`src/rtl/uart_cmd_pkg.sv`:
```
// Shared types and constants for the UART command parser.
// Opcodes, parser states and fixed ALU operand addresses.
package uart_cmd_pkg;

  localparam logic [7:0] CMD_WR      = 8'hAA;
  localparam logic [7:0] CMD_RD      = 8'hBB;
  localparam logic [7:0] CMD_ALU_OP  = 8'hCC;
  localparam logic [7:0] CMD_ALU_NOP = 8'hDD;

  localparam int unsigned OPA_ADDR = 0;
  localparam int unsigned OPB_ADDR = 1;

  typedef enum logic [2:0] {
    S_IDLE,
    S_WR_ADDR,
    S_WR_DATA,
    S_RD_ADDR,
    S_OP_A,
    S_OP_B,
    S_ALU_FUN
  } cmd_state_t;

endpackage

```
`src/rtl/frame_timeout_cnt.sv`:
```
// In-frame inactivity counter for the command parser.
// Flags expiry when the count reaches TIMEOUT_CYCLES-1 while running.
module frame_timeout_cnt #(
  parameter int TIMEOUT_CYCLES = 4096
) (
  input  logic clk,
  input  logic rst,
  input  logic clr,
  input  logic run,
  output logic expired
);

  localparam int CW = (TIMEOUT_CYCLES > 1) ? $clog2(TIMEOUT_CYCLES) : 1;
  localparam logic [CW-1:0] LAST = CW'(TIMEOUT_CYCLES - 1);

  logic [CW-1:0] cnt;

  // clear has priority; count only while a frame is open
  always_ff @(posedge clk or posedge rst) begin
    if (rst) begin
      cnt <= '0;
    end else if (clr) begin
      cnt <= '0;
    end else if (run) begin
      cnt <= cnt + 1'b1;
    end
  end

  assign expired = run && (cnt == LAST);

endmodule

```
`src/rtl/uart_rx_cmd_parser.sv`:
```
// Frame parser behind the UART receiver.
// Turns command frames into regfile/ALU strobes with error flags.
import uart_cmd_pkg::*;

module uart_rx_cmd_parser #(
  parameter int DATA_WIDTH     = 8,
  parameter int ADDR_WIDTH     = 4,
  parameter int FUN_WIDTH      = 4,
  parameter int TIMEOUT_CYCLES = 4096
) (
  input  logic                  CLK,
  input  logic                  RST,
  input  logic [DATA_WIDTH-1:0] RX_P_DATA,
  input  logic                  RX_D_VLD,
  input  logic                  Parity_Error,
  input  logic                  Stop_Error,
  output logic [ADDR_WIDTH-1:0] Address,
  output logic [DATA_WIDTH-1:0] WrData,
  output logic                  WrEn,
  output logic                  RdEn,
  output logic [FUN_WIDTH-1:0]  ALU_FUN,
  output logic                  ALU_EN,
  output logic                  CLK_GATE_EN,
  output logic                  Cmd_Err,
  output logic                  Frame_Err,
  output logic                  Timeout_Err
);

  localparam logic [DATA_WIDTH-1:0] OP_WR  = DATA_WIDTH'(CMD_WR);
  localparam logic [DATA_WIDTH-1:0] OP_RD  = DATA_WIDTH'(CMD_RD);
  localparam logic [DATA_WIDTH-1:0] OP_ALU = DATA_WIDTH'(CMD_ALU_OP);
  localparam logic [DATA_WIDTH-1:0] OP_NOP = DATA_WIDTH'(CMD_ALU_NOP);
  localparam logic [ADDR_WIDTH-1:0] A_ADDR = ADDR_WIDTH'(OPA_ADDR);
  localparam logic [ADDR_WIDTH-1:0] B_ADDR = ADDR_WIDTH'(OPB_ADDR);

  cmd_state_t state, state_n;

  logic [ADDR_WIDTH-1:0] addr_n;
  logic [DATA_WIDTH-1:0] wdata_n;
  logic [FUN_WIDTH-1:0]  fun_n;
  logic wr_n, rd_n, alu_n, cge_n;
  logic cmd_err_n, frame_err_n, to_err_n;
  logic bad_byte, good_byte, expired, to_fire;

  assign bad_byte  = RX_D_VLD && (Parity_Error || Stop_Error);
  assign good_byte = RX_D_VLD && !(Parity_Error || Stop_Error);
  assign to_fire   = expired && !RX_D_VLD;

  frame_timeout_cnt #(
    .TIMEOUT_CYCLES(TIMEOUT_CYCLES)
  ) u_tmo (
    .clk    (CLK),
    .rst    (RST),
    .clr    (RX_D_VLD || to_fire),
    .run    (state != S_IDLE),
    .expired(expired)
  );

  // state and registered outputs
  always_ff @(posedge CLK or posedge RST) begin
    if (RST) begin
      state       <= S_IDLE;
      Address     <= '0;
      WrData      <= '0;
      ALU_FUN     <= '0;
      WrEn        <= 1'b0;
      RdEn        <= 1'b0;
      ALU_EN      <= 1'b0;
      CLK_GATE_EN <= 1'b0;
      Cmd_Err     <= 1'b0;
      Frame_Err   <= 1'b0;
      Timeout_Err <= 1'b0;
    end else begin
      state       <= state_n;
      Address     <= addr_n;
      WrData      <= wdata_n;
      ALU_FUN     <= fun_n;
      WrEn        <= wr_n;
      RdEn        <= rd_n;
      ALU_EN      <= alu_n;
      CLK_GATE_EN <= cge_n;
      Cmd_Err     <= cmd_err_n;
      Frame_Err   <= frame_err_n;
      Timeout_Err <= to_err_n;
    end
  end

  // next state, latched fields and strobes
  always_comb begin
    state_n     = state;
    addr_n      = Address;
    wdata_n     = WrData;
    fun_n       = ALU_FUN;
    wr_n        = 1'b0;
    rd_n        = 1'b0;
    alu_n       = 1'b0;
    cmd_err_n   = 1'b0;
    frame_err_n = 1'b0;
    to_err_n    = 1'b0;
    if (bad_byte) begin
      frame_err_n = 1'b1;
      state_n     = S_IDLE;
    end else if (good_byte) begin
      unique case (state)
        S_IDLE: begin
          unique case (1'b1)
            (RX_P_DATA == OP_WR):  state_n = S_WR_ADDR;
            (RX_P_DATA == OP_RD):  state_n = S_RD_ADDR;
            (RX_P_DATA == OP_ALU): state_n = S_OP_A;
            (RX_P_DATA == OP_NOP): state_n = S_ALU_FUN;
            default:               cmd_err_n = 1'b1;
          endcase
        end
        S_WR_ADDR: begin
          addr_n  = RX_P_DATA[ADDR_WIDTH-1:0];
          state_n = S_WR_DATA;
        end
        S_WR_DATA: begin
          wdata_n = RX_P_DATA;
          wr_n    = 1'b1;
          state_n = S_IDLE;
        end
        S_RD_ADDR: begin
          addr_n  = RX_P_DATA[ADDR_WIDTH-1:0];
          rd_n    = 1'b1;
          state_n = S_IDLE;
        end
        S_OP_A: begin
          addr_n  = A_ADDR;
          wdata_n = RX_P_DATA;
          wr_n    = 1'b1;
          state_n = S_OP_B;
        end
        S_OP_B: begin
          addr_n  = B_ADDR;
          wdata_n = RX_P_DATA;
          wr_n    = 1'b1;
          state_n = S_ALU_FUN;
        end
        S_ALU_FUN: begin
          fun_n   = RX_P_DATA[FUN_WIDTH-1:0];
          alu_n   = 1'b1;
          state_n = S_IDLE;
        end
        default: state_n = S_IDLE;
      endcase
    end else if (to_fire) begin
      to_err_n = 1'b1;
      state_n  = S_IDLE;
    end
    // gate stays open for the whole ALU frame, through the start cycle
    cge_n = alu_n || (state_n == S_OP_A) ||
            (state_n == S_OP_B) || (state_n == S_ALU_FUN);
  end

endmodule

```
`config.mk`:
```
export PLATFORM = sky130hd
export DESIGN_NAME = uart_rx_cmd_parser
export DESIGN_NICKNAME = d
export VERILOG_FILES = /design/src/rtl/uart_cmd_pkg.sv /design/src/rtl/frame_timeout_cnt.sv /design/src/rtl/uart_rx_cmd_parser.sv
export SDC_FILE = /design/constraint.sdc
export NUM_CORES = 1
export LEC_CHECK = 0
export BUFFER_PORTS_ARGS = -buffer_cell sky130_fd_sc_hd__buf_4
export CORE_MARGIN = 4
export CORE_UTILIZATION = 40
export DETAILED_ROUTE_END_ITERATION = 8
export PLACE_DENSITY = 0.67
export RECOVER_POWER = 25
export SYNTH_ARGS = -nofsm -noshare
export SYNTH_HDL_FRONTEND = slang
export SYNTH_SLANG_ARGS = --single-unit
```
`constraint.sdc`:
```
create_clock -name CLK -period 2.8 [get_ports CLK]
set_input_delay 0.7 -clock CLK [delete_from_list [all_inputs] [get_ports CLK]]
set_output_delay 0.7 -clock CLK [all_outputs]
set_load 0.01 [all_outputs]
```
==> results of run 1 <==
-- cell type report --
type                    instances  area [um2]  share of cell area, %
flip-flops and latches         38         951                   44.7
multi-input cells             106         727                   34.1
clock buffers                   8         110                   5.17
inverters                       4        15.0                  0.705
repair buffers                 36         264                   12.4
well taps                      50        62.6                   2.94
-- routing by layer --
| layer | vias up | track usage, % |
|---|---|---|
| met4 | 0 | 6.64 |
| met5 | - | 0 |
| met2 | 29 | 21.9 |
| li1 | 599 | - |
| met3 | 4 | 3.24 |
| met1 | 605 | 17.7 |
-- worst paths after layout --
path | start | endpoint | slack [ns] | depth (start not counted)
max reg2reg | state[2]$_DFF_PP0_ | CLK_GATE_EN$_DFF_PP0_ | 0.61 | 5
max in group asynchronous | RST | RdEn$_DFF_PP0_ | 1.54 | 3
max | state[2]$_DFF_PP0_ | CLK_GATE_EN$_DFF_PP0_ | 0.61 | 5
min | WrData[5]$_DFFE_PP0P_ | WrData[5]$_DFFE_PP0P_ | 0.52 | 1
min reg2reg | WrData[5]$_DFFE_PP0P_ | WrData[5]$_DFFE_PP0P_ | 0.52 | 1
min in group asynchronous | RST | WrData[1]$_DFFE_PP0P_ | 0.70 | 3
-- cells by family (layout without fill, tap and decap cells) --
kind of cell,Yosys count,after routing,share of synthesized area (%)
AOI/OAI and AO/OA,18,18,7.90
xor gates and xnor gates,11,11,5.53
adders and majority gates,1,1,0.718
buffers and inverters,9,48,3.66
DFF,38,38,54.6
muxes,14,14,8.91
and+or+nand+nor,62,62,18.7
-- power by group --
part	internal (mW)	leakage (nW)	switching (mW)
logic	0.0600	0.451	0.0577
registers	0.570	0.507	0.0154
clock network	0.249	0.0575	0.182
-- registers in the layout, indices dropped and copies added (netlist names) --
signal	count
ALU_EN	1
ALU_FUN	4
Address	4
CLK_GATE_EN	1
Cmd_Err	1
Frame_Err	1
RdEn	1
Timeout_Err	1
WrData	8
WrEn	1
state	3
u_tmo.cnt	12
-- cells in the final DEF (no fill, tap or decap), types with 2 or more instances in the layout --
master and n:
buf_4 33, mux2i_1 2, nor2b_1 4, xnor2_1 7
nand2_1 15, nor2_1 17, nand3_1 3, a21oi_1 5
o21ai_0 5, nand4_1 2, nor3_1 7, inv_1 4
clkbuf_8 8, dfrtp_1 38, or3_1 2, mux2_2 12
xor2_1 4
-- critical path: cells and delay by family, from the launching register on --
kind	cells	cell delay, ns
flip-flops	1	0.56
AO/OA/AOI/OAI	3	0.75
AND/OR/NAND/NOR	2	0.77
-- stage by stage --
stage / util (%) / cells / hold slack [ns] / setup WS (ns) / cell area (um2)
6_report: 51.7 / 242 / 0.516 / 0.612 / 2130
3_5_place_dp: 49.2 / 234 / 0.496 / 0.610 / 2030
5_1_grt: 51.7 / 242 / 0.538 / 0.477 / 2130
3_3_place_gp: 49.2 / 234 / 0.494 / 0.648 / 2030
2_1_floorplan: - / 153 / 0.503 / 0.968 / 1740
4_1_cts: 51.9 / 242 / 0.520 / 0.611 / 2140
==> impl_metrics.prom, run 1 <==
# TYPE chip_impl_metric gauge
chip_impl_metric{name="floorplan.initialDensity",unit="%"} 42.3
chip_impl_info{name="outcome",value="complete, no violations"} 1
chip_impl_metric{name="design_power_total",unit="mW"} 1.13
chip_impl_metric{name="fraction_of_synthesized_cell_area_taken_by_the_top_area_cell_type",unit="%"} 54.6
chip_impl_metric{name="proportion_of_layout_cells_with_a_drive_suffix_above_1",unit="%"} 32.3
chip_impl_metric{name="vdd_ir_drop_max",unit="uV"} 256
chip_impl_metric{name="grt_max_degree",unit=""} 39
chip_impl_metric{name="dieArea",unit="um2"} 5470
chip_impl_info{name="timing.hold.worst.class",value="flop to flop"} 1
chip_impl_info{name="rsz0062_at_grt",value="false"} 1
chip_impl_metric{name="cts.clk_slew.worst_paths",unit="ns"} 0.07
chip_impl_metric{name="yosys_warnings",unit=""} 0
chip_impl_metric{name="avg_cell_area_syn",unit="um2"} 11.4
chip_impl_metric{name="cts_post_setup_buffers_inserted",unit=""} 0
chip_impl_info{name="crit_path_start_kind",value="flop"} 1
chip_impl_metric{name="path_max_fanout",unit=""} 14
chip_impl_metric{name="postCtsResizedCells",unit=""} 0
chip_impl_metric{name="final_net_count",unit=""} 205
chip_impl_info{name="post-synth-top-area-cell",value="dfrtp_1"} 1
chip_impl_metric{name="dp_hpwl",unit="um"} 2530
chip_impl_metric{name="delay_of_the_slowest_cell_on_the_worst_path",unit="ns"} 0.56
chip_impl_metric{name="syn-instance-count",unit=""} 153
chip_impl_metric{name="routed_wire_length_per_instance",unit="um"} 14.0
chip_impl_metric{name="ys_types",unit=""} 38
chip_impl_metric{name="detail_route.first_pass.iterations",unit=""} 4
chip_impl_metric{name="synth_nets",unit=""} 167
chip_impl_metric{name="m1WireLength",unit="um"} 1510
chip_impl_info{name="ys_dominant_reg_cell",value="dfrtp_1"} 1
chip_impl_metric{name="track_usage",unit="%"} 13.8
chip_impl_metric{name="cts_htree_levels",unit=""} 2
chip_impl_metric{name="number_of_flops_mapped_to_enable_cells_by_yosys",unit=""} 0
chip_impl_metric{name="core_area",unit="um2"} 4120
chip_impl_info{name="dr.max_layer_used",value="met4"} 1
chip_impl_metric{name="y_dimension_of_the_die",unit="um"} 74.0
chip_impl_metric{name="grt-ovfl-total",unit=""} 0
chip_impl_metric{name="final-hold-violation-count",unit=""} 0
chip_impl_metric{name="antennaDiodeCount",unit=""} 0
chip_impl_metric{name="floorplan.rows",unit=""} 23
chip_impl_metric{name="met3WireLength",unit="um"} 183
chip_impl_metric{name="grt_pass1_wl",unit="um"} 5740
chip_impl_metric{name="postRouteAntennaNets",unit=""} 0
chip_impl_metric{name="synth.yosys.seq_area_share",unit="%"} 54.6
chip_impl_metric{name="met2_wirelength",unit="um"} 1650
chip_impl_metric{name="synth_seq_cells",unit=""} 38
chip_impl_metric{name="final-max-slew-violation-count",unit=""} 0
chip_impl_metric{name="routed_wirelength",unit="um"} 3390
chip_impl_metric{name="power_density",unit="nW/um2"} 532
chip_impl_metric{name="area_growth",unit="%"} 22.3
chip_impl_metric{name="worstPathArrival",unit="ns"} 2.36
chip_impl_metric{name="setup_total_negative_slack",unit="ns"} 0
chip_impl_metric{name="route.detailed.vias_per_inst",unit=""} 5.11
chip_impl_metric{name="detail_route.drc_violations",unit=""} 0
chip_impl_metric{name="worstPathRequired",unit="ns"} 2.97
chip_impl_metric{name="max_cap_viol_count",unit=""} 0
chip_impl_metric{name="fillers",unit=""} 381
chip_impl_metric{name="final.min_clock_period",unit="ns"} 2.19
chip_impl_metric{name="first_global_vias",unit=""} 1255
chip_impl_metric{name="cts.path.max_buffers",unit=""} 2
chip_impl_info{name="cp-end-kind",value="flop"} 1
chip_impl_metric{name="finalCritPeriodShare",unit="%"} 78.1
chip_impl_metric{name="finalWeightedCongestion",unit=""} 0.824
chip_impl_metric{name="postSynth.asyncResetShare",unit="%"} 100
chip_impl_info{name="synth_top_cells_by_area",value="dfrtp_1, mux2_2, nor2_1"} 1
chip_impl_metric{name="total_leakage_power",unit="nW"} 1.02
chip_impl_info{name="critical_path.cell_chain",value="or3_1, or3b_1, o21bai_4, o2bb2a_2, a2bb2oi_2"} 1
chip_impl_metric{name="initialDrtViolationCount",unit=""} 51
chip_impl_metric{name="cts-buffers-inserted",unit=""} 5
chip_impl_metric{name="dieWidth",unit="um"} 74.0
chip_impl_metric{name="fin_skew",unit="ns"} 0.00416
chip_impl_info{name="leading_cell_type_by_number_of_instances_after_synthesis",value="dfrtp_1"} 1
chip_impl_metric{name="cts_hold_buffers",unit=""} 0
chip_impl_info{name="clockRootBuffer",value="clkbuf_8"} 1
chip_impl_metric{name="route.vias.total",unit=""} 1237
chip_impl_info{name="tritoncts",value="done"} 1
chip_impl_metric{name="max_freq",unit="MHz"} 457
chip_impl_info{name="most_frequent_cells_after_synthesis",value="dfrtp_1, nor2_1, nand2_1"} 1
chip_impl_info{name="setup.worst_path.class",value="flop to flop"} 1
chip_impl_metric{name="synthesis.area",unit="um2"} 1740
chip_impl_metric{name="antenna_violations_before_repair",unit=""} 0
chip_impl_info{name="crit_path_top_delay_cell",value="dfrtp_1"} 1
chip_impl_metric{name="tightestPinTransition",unit="ns"} 0.913
chip_impl_metric{name="setup-violations-final",unit=""} 0
chip_impl_metric{name="clk_latency",unit="ns"} 0.28
chip_impl_metric{name="port_buffers",unit=""} 35
chip_impl_metric{name="max_slew_margin",unit="%"} 39.1
chip_impl_metric{name="clock_sink_count",unit=""} 38
chip_impl_metric{name="pin_count",unit=""} 36
Note: power is estimated with default switching activity, not from simulation.
==> run 2, diff against run 1 <==
- clock period: 2.8 -> 2.09 ns (I/O delays scaled with it)
==> run 2 against run 1 <==
- combinational power increased by 40%
- maximum frequency increased by 15%
- flip-flop and latch count unchanged
- clock power increased by 42%
- setup slack got worse by 0.42 ns
- largest cell class unchanged
- wire length increased by 7.7%
- sequential share of layout area decreased by 0.77 points
- largest power group unchanged
==> impl_metrics.prom, run 2 (synthesized netlist as in run 1, its figures left out) <==
# TYPE chip_impl_metric gauge
chip_impl_metric{name="initialDrtViolationCount",unit=""} 51
chip_impl_metric{name="finalCritPeriodShare",unit="%"} 90.6
chip_impl_metric{name="timing.final.ws_setup",unit="ns"} 0.196
chip_impl_metric{name="port_buffers",unit=""} 35
chip_impl_metric{name="routed_wire_length_per_instance",unit="um"} 14.8
chip_impl_metric{name="route.vias.total",unit=""} 1254
chip_impl_metric{name="setup-violations-final",unit=""} 0
chip_impl_metric{name="worstPathArrival",unit="ns"} 2.08
chip_impl_metric{name="clockPowerShare",unit="%"} 39.2
chip_impl_metric{name="final.min_clock_period",unit="ns"} 1.89
chip_impl_metric{name="power_density",unit="nW/um2"} 721
chip_impl_metric{name="pin_count",unit=""} 36
chip_impl_metric{name="finalWeightedCongestion",unit=""} 0.847
chip_impl_metric{name="track_usage",unit="%"} 14.7
chip_impl_metric{name="detail_route.drc_violations",unit=""} 0
chip_impl_metric{name="fin_hold_ws",unit="ns"} 0.445
chip_impl_metric{name="floorplan.initialDensity",unit="%"} 42.3
chip_impl_metric{name="grt_max_degree",unit=""} 39
chip_impl_info{name="layout_top_registers",value="u_tmo.cnt (12), WrData (8)"} 1
chip_impl_metric{name="clock_sink_count",unit=""} 38
chip_impl_metric{name="antenna_violations_before_repair",unit=""} 0
chip_impl_metric{name="final-hold-violation-count",unit=""} 0
chip_impl_metric{name="cts_htree_levels",unit=""} 2
chip_impl_metric{name="largest_register_ffs",unit=""} 12
chip_impl_metric{name="vdd_ir_drop_max",unit="uV"} 642
chip_impl_metric{name="max_slew_margin",unit="%"} 39.1
chip_impl_metric{name="route.detailed.vias_per_inst",unit=""} 5.08
chip_impl_metric{name="path_max_fanout",unit=""} 9
chip_impl_metric{name="first_global_vias",unit=""} 1365
chip_impl_metric{name="area_growth",unit="%"} 24.4
chip_impl_metric{name="layoutNonFillerInstCount",unit=""} 247
chip_impl_metric{name="cts.path.max_buffers",unit=""} 2
chip_impl_metric{name="worstPathRequired",unit="ns"} 2.27
chip_impl_info{name="cp-end-kind",value="flop"} 1
chip_impl_metric{name="total_leakage_power",unit="nW"} 1.04
chip_impl_metric{name="final_net_count",unit=""} 210
chip_impl_metric{name="share_comb_of_total_power",unit="%"} 10.6
chip_impl_info{name="tritoncts",value="done"} 1
chip_impl_metric{name="power_switching",unit="mW"} 0.358
chip_impl_metric{name="netSwitchingFraction",unit="%"} 22.9
chip_impl_metric{name="detail_route.first_pass.iterations",unit=""} 4
chip_impl_metric{name="antennaDiodeCount",unit=""} 0
chip_impl_metric{name="grt_pass1_wl",unit="um"} 6200
chip_impl_metric{name="dieArea",unit="um2"} 5470
chip_impl_info{name="crit_path_start_kind",value="flop"} 1
chip_impl_metric{name="cts_post_setup_buffers_inserted",unit=""} 0
chip_impl_metric{name="tightestPinTransition",unit="ns"} 0.914
chip_impl_metric{name="pre_cts_ws",unit="ns"} 0.141
chip_impl_metric{name="final-max-slew-violation-count",unit=""} 0
chip_impl_metric{name="fin_skew",unit="ns"} 0.00763
chip_impl_metric{name="max_freq",unit="MHz"} 528
chip_impl_metric{name="postRouteAntennaNets",unit=""} 0
chip_impl_info{name="setup.worst_path.class",value="flop to flop"} 1
chip_impl_info{name="outcome",value="complete, no violations"} 1
chip_impl_metric{name="postCtsResizedCells",unit=""} 0
chip_impl_info{name="clockRootBuffer",value="clkbuf_8"} 1
chip_impl_metric{name="cts_hold_buffers",unit=""} 0
chip_impl_metric{name="floorplan.rows",unit=""} 23
chip_impl_info{name="largest_register",value="u_tmo.cnt"} 1
chip_impl_metric{name="grt-ovfl-total",unit=""} 0
chip_impl_metric{name="cts.clk_slew.worst_paths",unit="ns"} 0.07
chip_impl_info{name="rsz0062_at_grt",value="false"} 1
chip_impl_metric{name="y_dimension_of_the_die",unit="um"} 74.0
chip_impl_metric{name="internal_power",unit="mW"} 1.20
chip_impl_metric{name="core_area",unit="um2"} 4120
chip_impl_info{name="final_cell_mix",value="dfrtp_1, buf_4, nor2_1"} 1
chip_impl_metric{name="setup_total_negative_slack",unit="ns"} 0
chip_impl_metric{name="dieWidth",unit="um"} 74.0
chip_impl_metric{name="clk_latency",unit="ns"} 0.29
chip_impl_metric{name="dp_hpwl",unit="um"} 2770
chip_impl_metric{name="proportion_of_layout_cells_with_a_drive_suffix_above_1",unit="%"} 33.5
chip_impl_metric{name="placed_cells",unit=""} 239
chip_impl_metric{name="max_cap_viol_count",unit=""} 0
chip_impl_metric{name="cts-buffers-inserted",unit=""} 5
chip_impl_metric{name="routed_wirelength",unit="um"} 3650
chip_impl_metric{name="seq_power_share",unit="%"} 50.3
chip_impl_info{name="timing.hold.worst.class",value="primary input to flop"} 1
run 2: cell count changes in the layout (fill, tap and decap cells not counted):
cell	change
buf_4	+5
bufinv_16	+1
clkbuf_1	+1
clkbuf_8	-3
clkinvlp_4	+1
run 2: final timing paths:
check	from	endpoint	slack [ns]	cells past startpoint
worst min register to register	Address[2]$_DFFE_PP0P_	Address[2]$_DFFE_PP0P_	0.51	2
worst max-delay path	state[1]$_DFF_PP0_	WrData[6]$_DFFE_PP0P_	0.20	4
min in group asynchronous	RST	WrData[5]$_DFFE_PP0P_	0.51	3
worst min-delay path	RX_D_VLD	u_tmo.cnt[4]$_DFFE_PP0P_	0.44	2
max in group asynchronous	RST	RdEn$_DFF_PP0_	1.01	3
worst max register to register	state[1]$_DFF_PP0_	WrData[6]$_DFFE_PP0P_	0.20	4
run 2: power by group through the flow:
stage | sequential, mW | clock [mW] | combinational (mW)
detailed placement | 0.799 | 0 | 0.170
CTS | 0.785 | 0.620 | 0.171
global route | 0.789 | 0.654 | 0.183
global placement | 0.798 | 0 | 0.166
finish | 0.785 | 0.612 | 0.165
floorplan | 0.806 | 0 | 0.0772
run 2: final cells by class:
cell class / count / area (um2)
repair buffers: 41 / 302
clock inverters: 2 / 37.5
flip-flops and latches: 38 / 951
multi-input cells: 106 / 727
inverters: 4 / 15.0
well taps: 50 / 62.6
clock buffers: 6 / 72.6
fillers: 386 / 1950
run 2: through the flow:
stage               util [%]  power [mW]  instance area (um2)
finish                  52.7        1.56                 2170
global route            52.7        1.63                 2170
CTS                     52.8        1.58                 2170
detailed placement      50.1       0.969                 2060
global placement        50.1       0.964                 2060
floorplan                  -       0.883                 1740
run 2: metal layers:
| layer | vias up | GRT usage, % | share of wire [%] |
|---|---|---|---|
| li1 | 605 | - | - |
| met1 | 608 | 17.8 | 44 |
| met2 | 34 | 25.0 | 49 |
| met3 | 7 | 4.59 | 6.2 |
| met4 | 0 | 4.63 | 1.3 |
| met5 | - | 0 | 0 |
run 2: worst max-delay path, cell delays in order, from the launching register on:
cell and delay, ns:
dfrtp_1 0.44, inv_1 0.19, nor3_1 0.09, o21ai_1 0.65, mux2_2 0.41
==> run 3, diff against run 2 <==
- CORE_MARGIN: 4 -> 2
- PLACE_DENSITY: 0.67 -> 0.66
==> run 3 against run 2 <==
- maximum frequency up 7.6%
- power decreased by 5.6%
- sequential power about the same
- non-clock buffer count up 2
- setup slack better by 0.13 ns
- cell area did not move
- count of clock-buffer cells in the layout stayed put
- hold slack better by 0.0057 ns
- clock power shrank 15%
- via count increased by 4.2%
- utilization up 0.37 points
==> impl_metrics.prom, run 3 (synthesized netlist as in run 1, its figures left out) <==
# TYPE chip_impl_metric gauge
chip_impl_info{name="outcome",value="complete, no violations"} 1
chip_impl_metric{name="cts_htree_levels",unit=""} 2
chip_impl_metric{name="placed_area",unit="um2"} 2080
chip_impl_metric{name="routed_wirelength",unit="um"} 3710
chip_impl_metric{name="floorplan.rows",unit=""} 23
chip_impl_metric{name="worstPathArrival",unit="ns"} 1.93
chip_impl_metric{name="vdd_ir_drop_max",unit="uV"} 376
chip_impl_metric{name="max_freq",unit="MHz"} 568
chip_impl_info{name="final_cell_mix",value="buf_4, dfrtp_1, nor2_1"} 1
chip_impl_info{name="setup.worst_path.class",value="flop to flop"} 1
chip_impl_metric{name="floorplan.initialDensity",unit="%"} 42.6
chip_impl_metric{name="clock_sink_count",unit=""} 38
chip_impl_info{name="timing.hold.worst.class",value="primary input to flop"} 1
chip_impl_metric{name="cts_hold_buffers",unit=""} 0
chip_impl_metric{name="dieWidth",unit="um"} 70.0
chip_impl_metric{name="path_max_fanout",unit=""} 4
chip_impl_metric{name="cts.clk_slew.worst_paths",unit="ns"} 0.07
chip_impl_metric{name="final-max-slew-violation-count",unit=""} 0
chip_impl_metric{name="grt_pass1_wl",unit="um"} 6560
chip_impl_metric{name="pin_count",unit=""} 36
chip_impl_metric{name="detail_route.first_pass.iterations",unit=""} 4
chip_impl_metric{name="design_area",unit="um2"} 2170
chip_impl_info{name="rsz0062_at_grt",value="false"} 1
chip_impl_metric{name="grt-ovfl-total",unit=""} 0
chip_impl_metric{name="first_global_vias",unit=""} 1408
chip_impl_metric{name="route.detailed.vias_per_inst",unit=""} 5.25
chip_impl_metric{name="cts.path.max_buffers",unit=""} 2
chip_impl_metric{name="initialDrtViolationCount",unit=""} 37
chip_impl_info{name="layout_top_registers",value="u_tmo.cnt (12), WrData (8)"} 1
chip_impl_metric{name="cts-buffers-inserted",unit=""} 5
chip_impl_metric{name="worstPathRequired",unit="ns"} 2.26
chip_impl_info{name="largest_register",value="u_tmo.cnt"} 1
chip_impl_metric{name="fin_skew",unit="ns"} 0.00421
chip_impl_metric{name="dp_hpwl",unit="um"} 2750
chip_impl_metric{name="dieArea",unit="um2"} 4900
chip_impl_metric{name="route.vias.total",unit=""} 1307
chip_impl_metric{name="tightestPinTransition",unit="ns"} 0.939
chip_impl_metric{name="y_dimension_of_the_die",unit="um"} 70.0
chip_impl_metric{name="finalCritPeriodShare",unit="%"} 84.2
chip_impl_info{name="cp-end-kind",value="flop"} 1
chip_impl_metric{name="port_buffers",unit=""} 35
chip_impl_info{name="crit_path_start_kind",value="flop"} 1
chip_impl_metric{name="total_leakage_power",unit="nW"} 1.04
chip_impl_metric{name="setup_total_negative_slack",unit="ns"} 0
chip_impl_metric{name="grt_max_degree",unit=""} 39
chip_impl_metric{name="final-hold-violation-count",unit=""} 0
chip_impl_metric{name="setup-violations-final",unit=""} 0
chip_impl_metric{name="max_slew_margin",unit="%"} 37.4
chip_impl_metric{name="antenna_violations_before_repair",unit=""} 0
chip_impl_metric{name="final_net_count",unit=""} 212
chip_impl_info{name="tritoncts",value="done"} 1
chip_impl_metric{name="track_usage",unit="%"} 17.2
chip_impl_metric{name="core_area",unit="um2"} 4090
chip_impl_metric{name="clk_latency",unit="ns"} 0.29
chip_impl_metric{name="power_density",unit="nW/um2"} 680
chip_impl_metric{name="routed_wire_length_per_instance",unit="um"} 14.9
chip_impl_metric{name="postRouteAntennaNets",unit=""} 0
chip_impl_info{name="clockRootBuffer",value="clkbuf_8"} 1
chip_impl_metric{name="postCtsResizedCells",unit=""} 0
chip_impl_info{name="most_common_cell_after_layout_fill_and_taps_aside",value="buf_4"} 1
chip_impl_metric{name="area_growth",unit="%"} 24.4
chip_impl_metric{name="detail_route.drc_violations",unit=""} 0
chip_impl_metric{name="proportion_of_layout_cells_with_a_drive_suffix_above_1",unit="%"} 34.7
chip_impl_metric{name="max_cap_viol_count",unit=""} 0
chip_impl_metric{name="finalWeightedCongestion",unit=""} 0.784
chip_impl_metric{name="largest_register_ffs",unit=""} 12
chip_impl_metric{name="cts_post_setup_buffers_inserted",unit=""} 0
chip_impl_metric{name="antennaDiodeCount",unit=""} 0
chip_impl_metric{name="final.min_clock_period",unit="ns"} 1.76
## run 3: layout make-up
type | instances | area, um2
Timing Repair Buffer | 43 | 317
Sequential cell | 38 | 951
Fill cell | 386 | 1920
Clock inverter | 2 | 12.5
Tap cell | 50 | 62.6
Multi-Input combinational cell | 106 | 727
Clock buffer | 6 | 82.6
Inverter | 4 | 15.0
## run 3: metrics by stage
| step | total power, mW | hold WS (ns) | setup slack [ns] | std cells | utilization [%] |
|---|---|---|---|---|---|
| 5_1_grt | 1.55 | 0.449 | 0.220 | 249 | 53.0 |
| 6_report | 1.47 | 0.451 | 0.330 | 249 | 53.0 |
| 4_1_cts | 1.50 | 0.354 | 0.320 | 249 | 53.2 |
| 2_1_floorplan | 0.883 | 0.503 | 0.350 | 153 | - |
| 3_3_place_gp | 0.964 | 0.487 | 0.235 | 241 | 50.9 |
| 3_5_place_dp | 0.970 | 0.496 | 0.180 | 241 | 50.9 |
## run 3: power breakdown
group          switching [mW]  leakage (nW)  internal (mW)  total, mW
registers              0.0191         0.507          0.764      0.783
clock network           0.259        0.0472          0.265      0.523
logic                  0.0824         0.486         0.0856      0.168
total                   0.360          1.04           1.11       1.47
## run 3: final timing paths
path                                     startpoint                   endpoint  slack (ns)  cells after the start
max in group asynchronous                       RST  u_tmo.cnt[10]$_DFFE_PP0P_        0.99                      3
hold reg to reg              Address[1]$_DFFE_PP0P_     Address[1]$_DFFE_PP0P_        0.51                      2
setup / recovery           u_tmo.cnt[0]$_DFFE_PP0P_      CLK_GATE_EN$_DFF_PP0_        0.33                      6
min in group asynchronous                       RST           ALU_EN$_DFF_PP0_        0.52                      3
hold / removal                             RX_D_VLD   u_tmo.cnt[8]$_DFFE_PP0P_        0.45                      2
setup reg to reg           u_tmo.cnt[0]$_DFFE_PP0P_      CLK_GATE_EN$_DFF_PP0_        0.33                      6
## run 3: metal layers
metal | global-route usage (%) | routed length [um] | up-vias
met1 | 20.3 | 1530 | 647
li1 | - | - | 610
met3 | 5.48 | 234 | 7
met5 | 0 | 0 | -
met2 | 28.7 | 1880 | 43
met4 | 7.48 | 72 | 0
## run 3: critical path: stages (launching register included)
cell,delay [ns]
dfrtp_1,0.38
ha_1,0.21
nand2_1,0.06
or3b_1,0.41
o21bai_4,0.21
o2bb2a_2,0.25
a2bb2oi_2,0.13
